## src/rtl/mul16_seq_ctrl.sv

```systemverilog
// mul16_seq_ctrl: unsigned 16x16 -> 32 multiplier built around one shared
// 8x8 Wallace-tree multiplier. The four operand-half products are computed
// over four MUL cycles and accumulated, shifted, into a 32-bit register.
// Optional build macro MUL16_ZERO_SKIP_EN: a zero operand at accept jumps
// straight to DONE with a cleared accumulator (latency 1 instead of 4).

// Combinational 8x8 unsigned multiplier: partial products reduced by
// carry-save (3:2) layers down to two rows, then one carry-propagate add.
module wallace_8bit (
    input  logic [7:0]  a,
    input  logic [7:0]  b,
    output logic [15:0] p
);
    logic [15:0] pp [8];
    logic [15:0] s  [6];
    logic [15:0] c  [6];

    // Each bit of b gates a copy of a, placed at its binary weight.
    for (genvar gi = 0; gi < 8; gi++) begin : g_pp
        assign pp[gi] = {8'b0, a & {8{b[gi]}}} << gi;
    end

    function automatic logic [15:0] csa_sum(input logic [15:0] x, y, z);
        return x ^ y ^ z;
    endfunction

    function automatic logic [15:0] csa_carry(input logic [15:0] x, y, z);
        return ((x & y) | (x & z) | (y & z)) << 1;
    endfunction

    // Layer 1: 8 rows -> 6 rows
    assign s[0] = csa_sum  (pp[0], pp[1], pp[2]);
    assign c[0] = csa_carry(pp[0], pp[1], pp[2]);
    assign s[1] = csa_sum  (pp[3], pp[4], pp[5]);
    assign c[1] = csa_carry(pp[3], pp[4], pp[5]);
    // Layer 2: 6 rows -> 4 rows
    assign s[2] = csa_sum  (s[0], c[0], s[1]);
    assign c[2] = csa_carry(s[0], c[0], s[1]);
    assign s[3] = csa_sum  (c[1], pp[6], pp[7]);
    assign c[3] = csa_carry(c[1], pp[6], pp[7]);
    // Layer 3: 4 rows -> 3 rows
    assign s[4] = csa_sum  (s[2], c[2], s[3]);
    assign c[4] = csa_carry(s[2], c[2], s[3]);
    // Layer 4: 3 rows -> 2 rows
    assign s[5] = csa_sum  (s[4], c[4], c[3]);
    assign c[5] = csa_carry(s[4], c[4], c[3]);

    // The product fits in 16 bits, so the modulo-2^16 final add is exact.
    assign p = s[5] + c[5];
endmodule

module mul16_seq_ctrl (
    input  logic        clk,
    input  logic        rst_n,
    input  logic        in_valid,
    output logic        in_ready,
    input  logic [15:0] in_a,
    input  logic [15:0] in_b,
    output logic        out_valid,
    input  logic        out_ready,
    output logic [31:0] out_result,
    output logic        busy
);
    typedef enum logic [1:0] {S_IDLE, S_MUL, S_DONE} state_t;

    state_t      state_q, state_d;
    logic [1:0]  step_q,  step_d;
    logic [15:0] a_q,     a_d;
    logic [15:0] b_q,     b_d;
    logic [31:0] acc_q,   acc_d;

    logic [7:0]  mul_a;
    logic [7:0]  mul_b;
    logic [15:0] mul_p;
    logic [4:0]  shamt;
    logic [31:0] partial;
    logic        accept;

    // step[1] selects the high half of a, step[0] the high half of b.
    assign mul_a = step_q[1] ? a_q[15:8] : a_q[7:0];
    assign mul_b = step_q[0] ? b_q[15:8] : b_q[7:0];

    wallace_8bit u_mul (
        .a (mul_a),
        .b (mul_b),
        .p (mul_p)
    );

    // Weight of the current partial product: lo*lo=0, cross terms=8, hi*hi=16.
    always_comb begin
        shamt = 5'd8;
        case (step_q)
            2'd0:    shamt = 5'd0;
            2'd3:    shamt = 5'd16;
            default: shamt = 5'd8;
        endcase
    end

    assign partial    = {16'b0, mul_p} << shamt;
    assign in_ready   = (state_q == S_IDLE) | ((state_q == S_DONE) & out_ready);
    assign accept     = in_valid & in_ready;
    assign out_valid  = (state_q == S_DONE);
    assign busy       = (state_q != S_IDLE);
    assign out_result = acc_q;

    // Next-state logic: accept/restart, step through the four products, hold DONE.
    always_comb begin
        state_d = state_q;
        step_d  = step_q;
        a_d     = a_q;
        b_d     = b_q;
        acc_d   = acc_q;
        case (state_q)
            S_MUL: begin
                acc_d  = acc_q + partial;
                step_d = step_q + 2'd1;
                if (step_q == 2'd3) begin
                    state_d = S_DONE;
                end
            end
            S_DONE: begin
                if (out_ready && !in_valid) begin
                    state_d = S_IDLE;
                end
            end
            default: ;
        endcase
        // A new operand pair may be taken in IDLE or in the releasing DONE cycle.
        if (accept) begin
            a_d     = in_a;
            b_d     = in_b;
            acc_d   = 32'd0;
            step_d  = 2'd0;
            state_d = S_MUL;
`ifdef MUL16_ZERO_SKIP_EN
            if ((in_a == 16'd0) || (in_b == 16'd0)) begin
                state_d = S_DONE;
            end
`endif
        end
    end

    // State and datapath registers; reset discards any in-flight product.
    always_ff @(posedge clk or negedge rst_n) begin
        if (!rst_n) begin
            state_q <= S_IDLE;
            step_q  <= 2'd0;
            a_q     <= 16'd0;
            b_q     <= 16'd0;
            acc_q   <= 32'd0;
        end else begin
            state_q <= state_d;
            step_q  <= step_d;
            a_q     <= a_d;
            b_q     <= b_d;
            acc_q   <= acc_d;
        end
    end
endmodule

```

## config.mk

```make
export PLATFORM = sky130hd
export DESIGN_NAME = mul16_seq_ctrl
export DESIGN_NICKNAME = d
export VERILOG_FILES = /design/src/rtl/mul16_seq_ctrl.sv
export SDC_FILE = /design/constraint.sdc
export NUM_CORES = 1
export LEC_CHECK = 0
export CORE_MARGIN = 4
export CORE_UTILIZATION = 45
export DETAILED_ROUTE_END_ITERATION = 7
export PLACE_DENSITY = 0.76
export SYNTH_ARGS = -nofsm -noshare
export SYNTH_HDL_FRONTEND = slang
export SYNTH_SLANG_ARGS = --single-unit
```

## constraint.sdc

```tcl
create_clock -name clk -period 21.9 [get_ports clk]
set_clock_uncertainty 0.1 [all_clocks]
set_input_delay 6.57 -clock clk [delete_from_list [all_inputs] [get_ports clk]]
set_output_delay 6.57 -clock clk [all_outputs]
set_load 0.01 [all_outputs]
```

Word-level counts from Yosys, hierarchy flattened
Cells that the tools add are included.

Logic and storage cells: 86. Bits in registers: 68. Input bits: 36. Output and inout port bits: 35.

Add/subtract/negate cells: 3. Reduce and logical (&&, ||, !) cells: 8. Shifts and indexed selects: 1. Equal/unequal tests: 5. Bitwise logic cells: 53. Muxes and demuxes: 11.

Operators with widths (count): bitwise AND 15 bit (10); bitwise OR 15 bit (10); bitwise XOR 16 bit (5); bitwise AND 8 bit (8); two-way mux 32 bit (2); adder 32 bit (1); left shift 16 x 5 -> 32 bit (1); adder 16 bit (1); two-way mux 8 bit (2); bitwise XOR 16 x 13 -> 16 bit (1); bitwise XOR 16 x 14 -> 16 bit (1); bitwise XOR 16 x 15 -> 16 bit (1); bitwise AND 14 x 15 -> 15 bit (1); bitwise AND 15 x 14 -> 15 bit (1); bitwise OR 15 x 10 -> 15 bit (1); bitwise OR 15 x 13 -> 15 bit (1); bitwise AND 11 x 13 -> 13 bit (1); bitwise AND 12 x 13 -> 13 bit (1); bitwise XOR 12 x 13 -> 13 bit (1); bitwise AND 11 x 12 -> 12 bit (1); bitwise XOR 11 x 12 -> 12 bit (1); bitwise AND 8 x 10 -> 10 bit (1); bitwise AND 9 x 10 -> 10 bit (1); two-way mux 2 bit (5); 18 further kinds (22).

Depth between registers and ports, before layout
Gate-level depths: netlist (run 1).

Word-level depth: 19. Mapped depth: 30. Mapped depth without buffers: 29.

By module
From an unflattened synthesis (run 1), not the netlist that was laid out.

Cells, all modules: 724. Area total of the unflattened synthesis: 6755.2 um^2.

By module, submodules not included: mul16_seq_ctrl (seq. area each 1701.6 um^2, cells an instance 519, area an instance 4865.9 um^2, times used 1); wallace_8bit (seq. area each 0.0 um^2, cells an instance 205, area an instance 1889.3 um^2, times used 1).

Worst setup path before layout (run 1)
Ideal clock, no wire load.

Path kind: input -> output. From: input port out_ready. To: output port in_ready. Arrival: 6.868 ns. Path slack: 8.362 ns. Data required time: 15.230 ns. Stages: 2. Cell sequence: inv_1 -> a21oi_1.

Word-level cells in the longest chain between the ends: 2.

RTL lines: start: declaration (RTL line 60) `input logic out_ready,`; bitwise AND 1 bit (RTL line 100) `assign in_ready = (state_q == S_IDLE) | ((state_q == S_DONE) & out_ready);`; bitwise OR 1 bit (RTL line 100); end: declaration (RTL line 56) `output logic in_ready,`.

Every way passes these cells.

Final worst setup path (run 1)
Ends and elaborated chain as after synthesis.

==> results of run 1 <==
placed cells by master, fill, tap and decap left out, types with 6 or more instances in the layout:
cell              n
a211oi_1          6
a21o_1           13
a21oi_1          42
and2_1           10
clkbuf_16         9
clkdlybuf4s50_1  69
dfrtp_1          68
fa_1             40
ha_1             58
inv_1            52
mux2_2           39
mux2i_1          22
nand2_1          71
nand2b_1         13
nand3_1          10
nor2_1           72
nor3_1           18
nor3b_1           6
o21ai_0          30
o21ai_1           6
o21bai_1          9
o22ai_1          15
o31ai_1           6
xnor2_1          12
xor2_1           14
critical path: stages:
cell             delay [ps]
clkdlybuf4s50_1         450
inv_1                    30
a21oi_1                 210
clkdlybuf4s50_1         580
layer usage:
layer  track usage (%)  vias up
met4             7.844        0
li1                  -     2706
met1             28.33     2677
met3             3.710       19
met2             31.10      151
met5                 0        -
kinds of logic (layout without fill, tap and decap cells):
family / count (synthesis) / count (layout)
DFF: 68 / 68
and+or+nand+nor: 233 / 233
buffers and inverters: 77 / 143
xor gates and xnor gates: 26 / 26
adders and majority gates: 98 / 98
muxes: 61 / 61
AOI/OAI and AO/OA: 170 / 170
registers in the layout, summed over array words and instances, names as in the netlist:
signal	flops
out_result	32
a_q	16
b_q	16
state_q	2
step_q	2
per-stage QoR:
stage	instance area [sq um]	worst slack, ps	instances
finish	7805	7384	983
global route	7805	7294	983
global placement	7471	7408	967
CTS	7805	7385	983
detailed placement	7471	7406	967
floorplan	6615	8362	733
layout make-up:
cell class,count,area (sq um)
multi-input combinational,588,4614
tap,184,230.2
sequential,68,1702
clock inverter,6,95.09
timing repair buffer,74,725.7
clock buffer,10,239.0
fill,1301,6674
inverter,53,198.9
worst max path at each step:
stage / slack (ps) / endpoint / start / cells past startpoint
6_report: 7380 / in_ready / out_ready / 4
5_1_grt: 7290 / in_ready / out_ready / 4
4_1_cts: 7390 / in_ready / out_ready / 4
3_5_place_dp: 7410 / in_ready / out_ready / 4
3_3_place_gp: 7410 / in_ready / out_ready / 4
2_1_floorplan: 8360 / in_ready / out_ready / 2
==> summary.md, run 1 <==
| Metric | Value |
|---|---|
| Port-buffer cells | 70 |
| Syn Nets | about 870 |
| RR Endpoint | out_result[25] |
| Nets | approximately 930 |
| DR vias/cell | 5.649 |
| Post-Syn Instances | 733 |
| I/O pin count | 71 |
| Total Wirelength | around 16000 microns |
| Vias in the first global route | about 5.4k |
| Post-route DRC | 0 |
| Post-synthesis compound-gate area fraction | 16.55% |
| Yosys warns | 0 |
| Min Hold Slack | a little over 400 ps |
| Inserted Diodes | 0 |
| Post-CTS setup buffers | 0 |
| Clock sinks | between 60 and 70 |
| Register bit total from synthesis | between 60 and 70 |
| Top Layer Used | met4 |
| GRT overflow | 0 |
| DIE HEIGHT | ~130 microns |
| Initial antenna violation count | 0 |
| Skew-Pair Late Insertion Delay | 350 ps |
| Worst reg2reg setup slack | 13820 ps |
| Critical path capture point type | output pin |
| Slew HR | between 20% and 30% |
| Synth Area in Adders | a little under a quarter |
| Initial Util | between 40% and 50% |
| Antenna Violating Nets Remaining | 0 |
| Final min period | approximately 15000 ps |
| CTS H-tree depth | 3 |
| Xor/xnor share of the synthesized area | under 10% |
| Synth area leader | dfrtp_1 |
| Worst Path Required | roughly 15000 ps |
| Via Count | 5553 |
| Origin of the critical flop-to-flop path | step_q[0] |
| Mapped Area | about 0.0066 sq mm |
| Initial drt markers | roughly 420 |
| Async set-or-reset flop fraction in the synthesized netlist | 100.0% |
| WS Path Type | in2out |
| Post-synth EDFFs | 0 |
| Outcome | finished, final reports clean |
| Fin crit share | roughly two thirds |
| Die W | 129.2 microns |
| CTS tree | yes |
| # setup viols final | 0 |
| Cell variety after synth | 64 |
| Final slew viol count | 0 |
| CP Data Arrival Time | about 8000 ps |
| Multiplexer area fraction after synthesis | 9.968% |
| Core Footprint | 0.01448 sq mm |
| Routability cong. | around 0.91 |
| Area share of the largest cell type after synthesis | around a quarter |
| CTS Hold Bufs | 0 |
| Max-Cap Viols | 0 |
| Synth area leaders | dfrtp_1 (26%), fa_1 (12%), ha_1 (11%) |
| Tot GR Track Use | 20.20% |
| Fin. Hold Viols | 0 |
| Hpwl dp | 12260 microns |
| R2R depth | 25 |
| Post_cts resized | 0 |
| Met3 wire len | slightly above 800 microns |
| Fmax | approximately 0.07 GHz |
| Unrepaired setup endpoints after global routing | no |
| Largest net degree at the start of global routing | about 70 |
| Global-route wire length before repair | between 20000 and 30000 microns |
| Clock Pin Slew Worst Setup and Hold Paths | around 60 ps |
| Synth Flop Type | dfrtp_1 |
| Drt first pass iters | 6 |
| Synth Area in Simple Gates | 16.70% |
| Wire length on met1 | about 7600 microns |
| Drt wl/cell | 16.47 microns |
| Worst Path Max Fanout | 3 |
| Worst min path class | reg2reg |
| Hold path cells | 1 |
| Setup TNS | 0 ps |
| Slew of the pin with the lowest slew margin | roughly 1100 ps |
| Final core utilization | between 50% and 60% |
| Count leader, synth | nor2_1 |
| Hold Path End | a_q[14] |
| Longest Clk Path Bufs | 2 |
| Top post-synthesis cells by count | nor2_1 (72), nand2_1 (71), dfrtp_1 (68) |
| Element type at the critical path start | input pin |
| Register area share after synthesis | about 26% |
| Area growth syn-to-layout | 17.99% |
| Die area | 0.01670 sq mm |
| FP Rows | 44 |
| Met2 WL | roughly 7400 microns |
| Layout cells sized above 1 | a little under a tenth |
| TritonCTS Buffers | 9 |
| Largest family of logic cells by synthesized area | adder cells |
| Mapped Avg Cell Area | roughly 9.0 sq um |
| Worst Hold Launch | a_q[14] |
| Root Buffer Master | clkbuf_16 |
Power of run 1 is not shown: default switching activity piles up to over one toggle a cycle in this logic, so the estimate is an artifact.
==> inputs of run 2 (changes only) <==
--- a/config.mk
+++ b/config.mk
@@ -8,7 +8,7 @@
 export CORE_MARGIN = 4
 export CORE_UTILIZATION = 45
 export DETAILED_ROUTE_END_ITERATION = 7
-export PLACE_DENSITY = 0.76
+export PLACE_DENSITY = 0.78
 export SYNTH_ARGS = -nofsm -noshare
 export SYNTH_HDL_FRONTEND = slang
 export SYNTH_SLANG_ARGS = --single-unit
==> constraint.sdc (replaced) <==
create_clock -name clk -period 13.2 [get_ports clk]
set_clock_uncertainty 0.1 [all_clocks]
set_input_delay 3.96 -clock clk [delete_from_list [all_inputs] [get_ports clk]]
set_output_delay 3.96 -clock clk [all_outputs]
set_load 0.01 [all_outputs]
==> summary.md, run 2 (synthesized netlist as in run 1, its figures left out) <==
| Metric | Value |
|---|---|
| Outcome | finished, final reports clean |
| Drt first pass iters | 5 (-1) |
| DIE HEIGHT | 129.2 microns (unchanged) |
| GRT overflow | 0 (unchanged) |
| Clock sinks | 68 (unchanged) |
| Slew of the pin with the lowest slew margin | 888.2 ps (-246.5 ps) |
| Fill cells | 1311 (+0.77%) |
| Worst Path Required | 9140 ps (-6090 ps) |
| Nets | 928 (unchanged) |
| CP peak stage delay | 580 ps (about the same) |
| Worst min path class | reg2reg |
| FP Rows | 44 (unchanged) |
| Worst Path Max Fanout | 3 (unchanged) |
| Initial drt markers | 387 (-8.3%) |
| Clock Pin Slew Worst Setup and Hold Paths | 60 ps (about the same) |
| Max reg flops | 32 (unchanged) |
| Most frequent cells in the layout | nor2_1 (72), nand2_1 (71), clkdlybuf4s50_1 (69) |
| Post-CTS setup buffers | 0 (unchanged) |
| TritonCTS Buffers | 9 (unchanged) |
| Final slew viol count | 0 (unchanged) |
| Skew-Pair Late Insertion Delay | 350 ps (about the same) |
| # setup viols final | 0 (unchanged) |
| Die W | 129.2 microns (unchanged) |
| Commonest non-fill, non-tap cell in the layout | nor2_1 |
| Total Wirelength | 16110 microns (-0.50%) |
| RR Endpoint | out_result[25] |
| Fin. Hold Viols | 0 (unchanged) |
| Global-route wire length before repair | 26890 microns (+0.54%) |
| Routability cong. | 0.9036 (-0.95%) |
| DR vias/cell | 5.617 (-0.56%) |
| CTS tree | yes |
| Initial Util | 45.69% (unchanged) |
| Unrepaired setup endpoints after global routing | no |
| Final min period | about 9300 ps |
| CP top delay family | buffers and inverters |
| Die area | 0.01670 sq mm (unchanged) |
| Antenna Violating Nets Remaining | 0 (unchanged) |
| Hpwl dp | 12210 microns (-0.42%) |
| Worst Hold Launch | a_q[9] |
| Largest net degree at the start of global routing | 69 (unchanged) |
| Tot GR Track Use | 20.17% (-0.035 points) |
| Hold path cells | 1 (unchanged) |
| Worst reg2reg setup slack | 5100 ps (-8720 ps) |
| Most used cell, CP | clkdlybuf4s50_1 |
| I/O pin count | 71 (unchanged) |
| CP Data Arrival Time | 5220 ps (-2630 ps) |
| Origin of the critical flop-to-flop path | step_q[0] |
| Root Buffer Master | clkbuf_16 |
| Crit-path cells | clkdlybuf4s50_1, inv_1, a21oi_1, clkdlybuf4s50_1 |
| Max-Cap Viols | 0 (unchanged) |
| Element type at the critical path start | input pin |
| Setup TNS | 0 ps (unchanged) |
| Drt wl/cell | 16.38 microns (-0.50%) |
| CP Buf/Inv Count | 3 (unchanged) |
| Area growth syn-to-layout | 17.67% |
| Fin crit share | roughly 70% |
| Core Footprint | 0.01448 sq mm (unchanged) |
| Post_cts resized | 0 (unchanged) |
| R2R depth | 25 (unchanged) |
| Inserted Diodes | 0 (unchanged) |
| Post-route DRC | 0 (unchanged) |
| Critical path capture point type | output pin |
| Fmax | about 0.11 GHz |
| WS Path Type | in2out |
| CTS Hold Bufs | 0 (unchanged) |
| CTS H-tree depth | 3 (unchanged) |
| Longest Clk Path Bufs | 2 (unchanged) |
| Vias in the first global route | 5553 (+3.0%) |
| Via Count | 5522 (-0.56%) |
| Port-buffer cells | 70 (unchanged) |
| Initial antenna violation count | 0 (unchanged) |
| Slew HR | 40.79% (+16 points) |
| Non-filler cells, final | 983 (unchanged) |
| Hold Path End | a_q[9] |
| Number of cells after detailed placement | 967 (unchanged) |
| Layout cells sized above 1 | 9.387% (unchanged) |
| CP max-delay cell | clkdlybuf4s50_1 |
run 2: cell types whose count changed in the layout (fill, tap and decap cells not counted), sizes merged:
cell and change:
clkbuf +1, clkinv +1, clkinvlp +1, bufinv -1
inv -2
run 2: metrics by stage:
stage,instance area (sq um),hold slack (ps),setup slack (ps),util [%]
2_1_floorplan,6615,375.0,4882,-
3_3_place_gp,7471,384.6,3936,51.60
3_5_place_dp,7471,390.5,3927,51.60
4_1_cts,7784,409.4,3916,53.76
5_1_grt,7784,427.8,3817,53.76
6_report,7784,404.9,3919,53.76
run 2: area by class of cell:
| class | instances | area, sq um | share of cell area [%] |
|---|---|---|---|
| inverters | 53 | 198.9 | 2.556 |
| flip-flops and latches | 68 | 1702 | 21.86 |
| well taps | 184 | 230.2 | 2.958 |
| multi-input cells | 588 | 4614 | 59.28 |
| clock inverters | 5 | 60.06 | 0.7716 |
| repair buffers | 74 | 725.7 | 9.323 |
| clock buffers | 11 | 252.7 | 3.247 |
run 2: worst max path at each step:
stage,from,end,cells past startpoint
floorplan,out_ready,in_ready,2
global placement,out_ready,in_ready,4
detailed placement,out_ready,in_ready,4
CTS,out_ready,in_ready,4
global route,out_ready,in_ready,4
finish,out_ready,in_ready,4
run 2: layer usage:
metal / track usage, % / part of all wire, % / vias to the layer above
met3: 4.411 / 5.8 / 34
li1: - / - / 2709
met4: 6.733 / 2.2 / 0
met5: 0 / 0 / -
met2: 32.35 / 47 / 159
met1: 27.19 / 45 / 2620
run 2: worst reg2reg max path, stage by stage (launching register included):
cell and delay (ps):
dfrtp_1 750, mux2i_1 790, nor2_1 170, fa_1 570, inv_1 50, fa_1 460
fa_1 540, fa_1 550, inv_1 40, ha_1 310, a21oi_1 230, o21bai_1 100
a21oi_1 250, o21bai_1 180, a2111oi_0 450, a41oi_1 110, a21oi_1 220, ha_1 330
a21oi_1 250, nand2_1 80, a211o_1 280, and3b_4 210, o21ai_2 160, a21oi_1 120
or4_1 410, a32o_1 260
Power of run 2 is left out for the same reason.
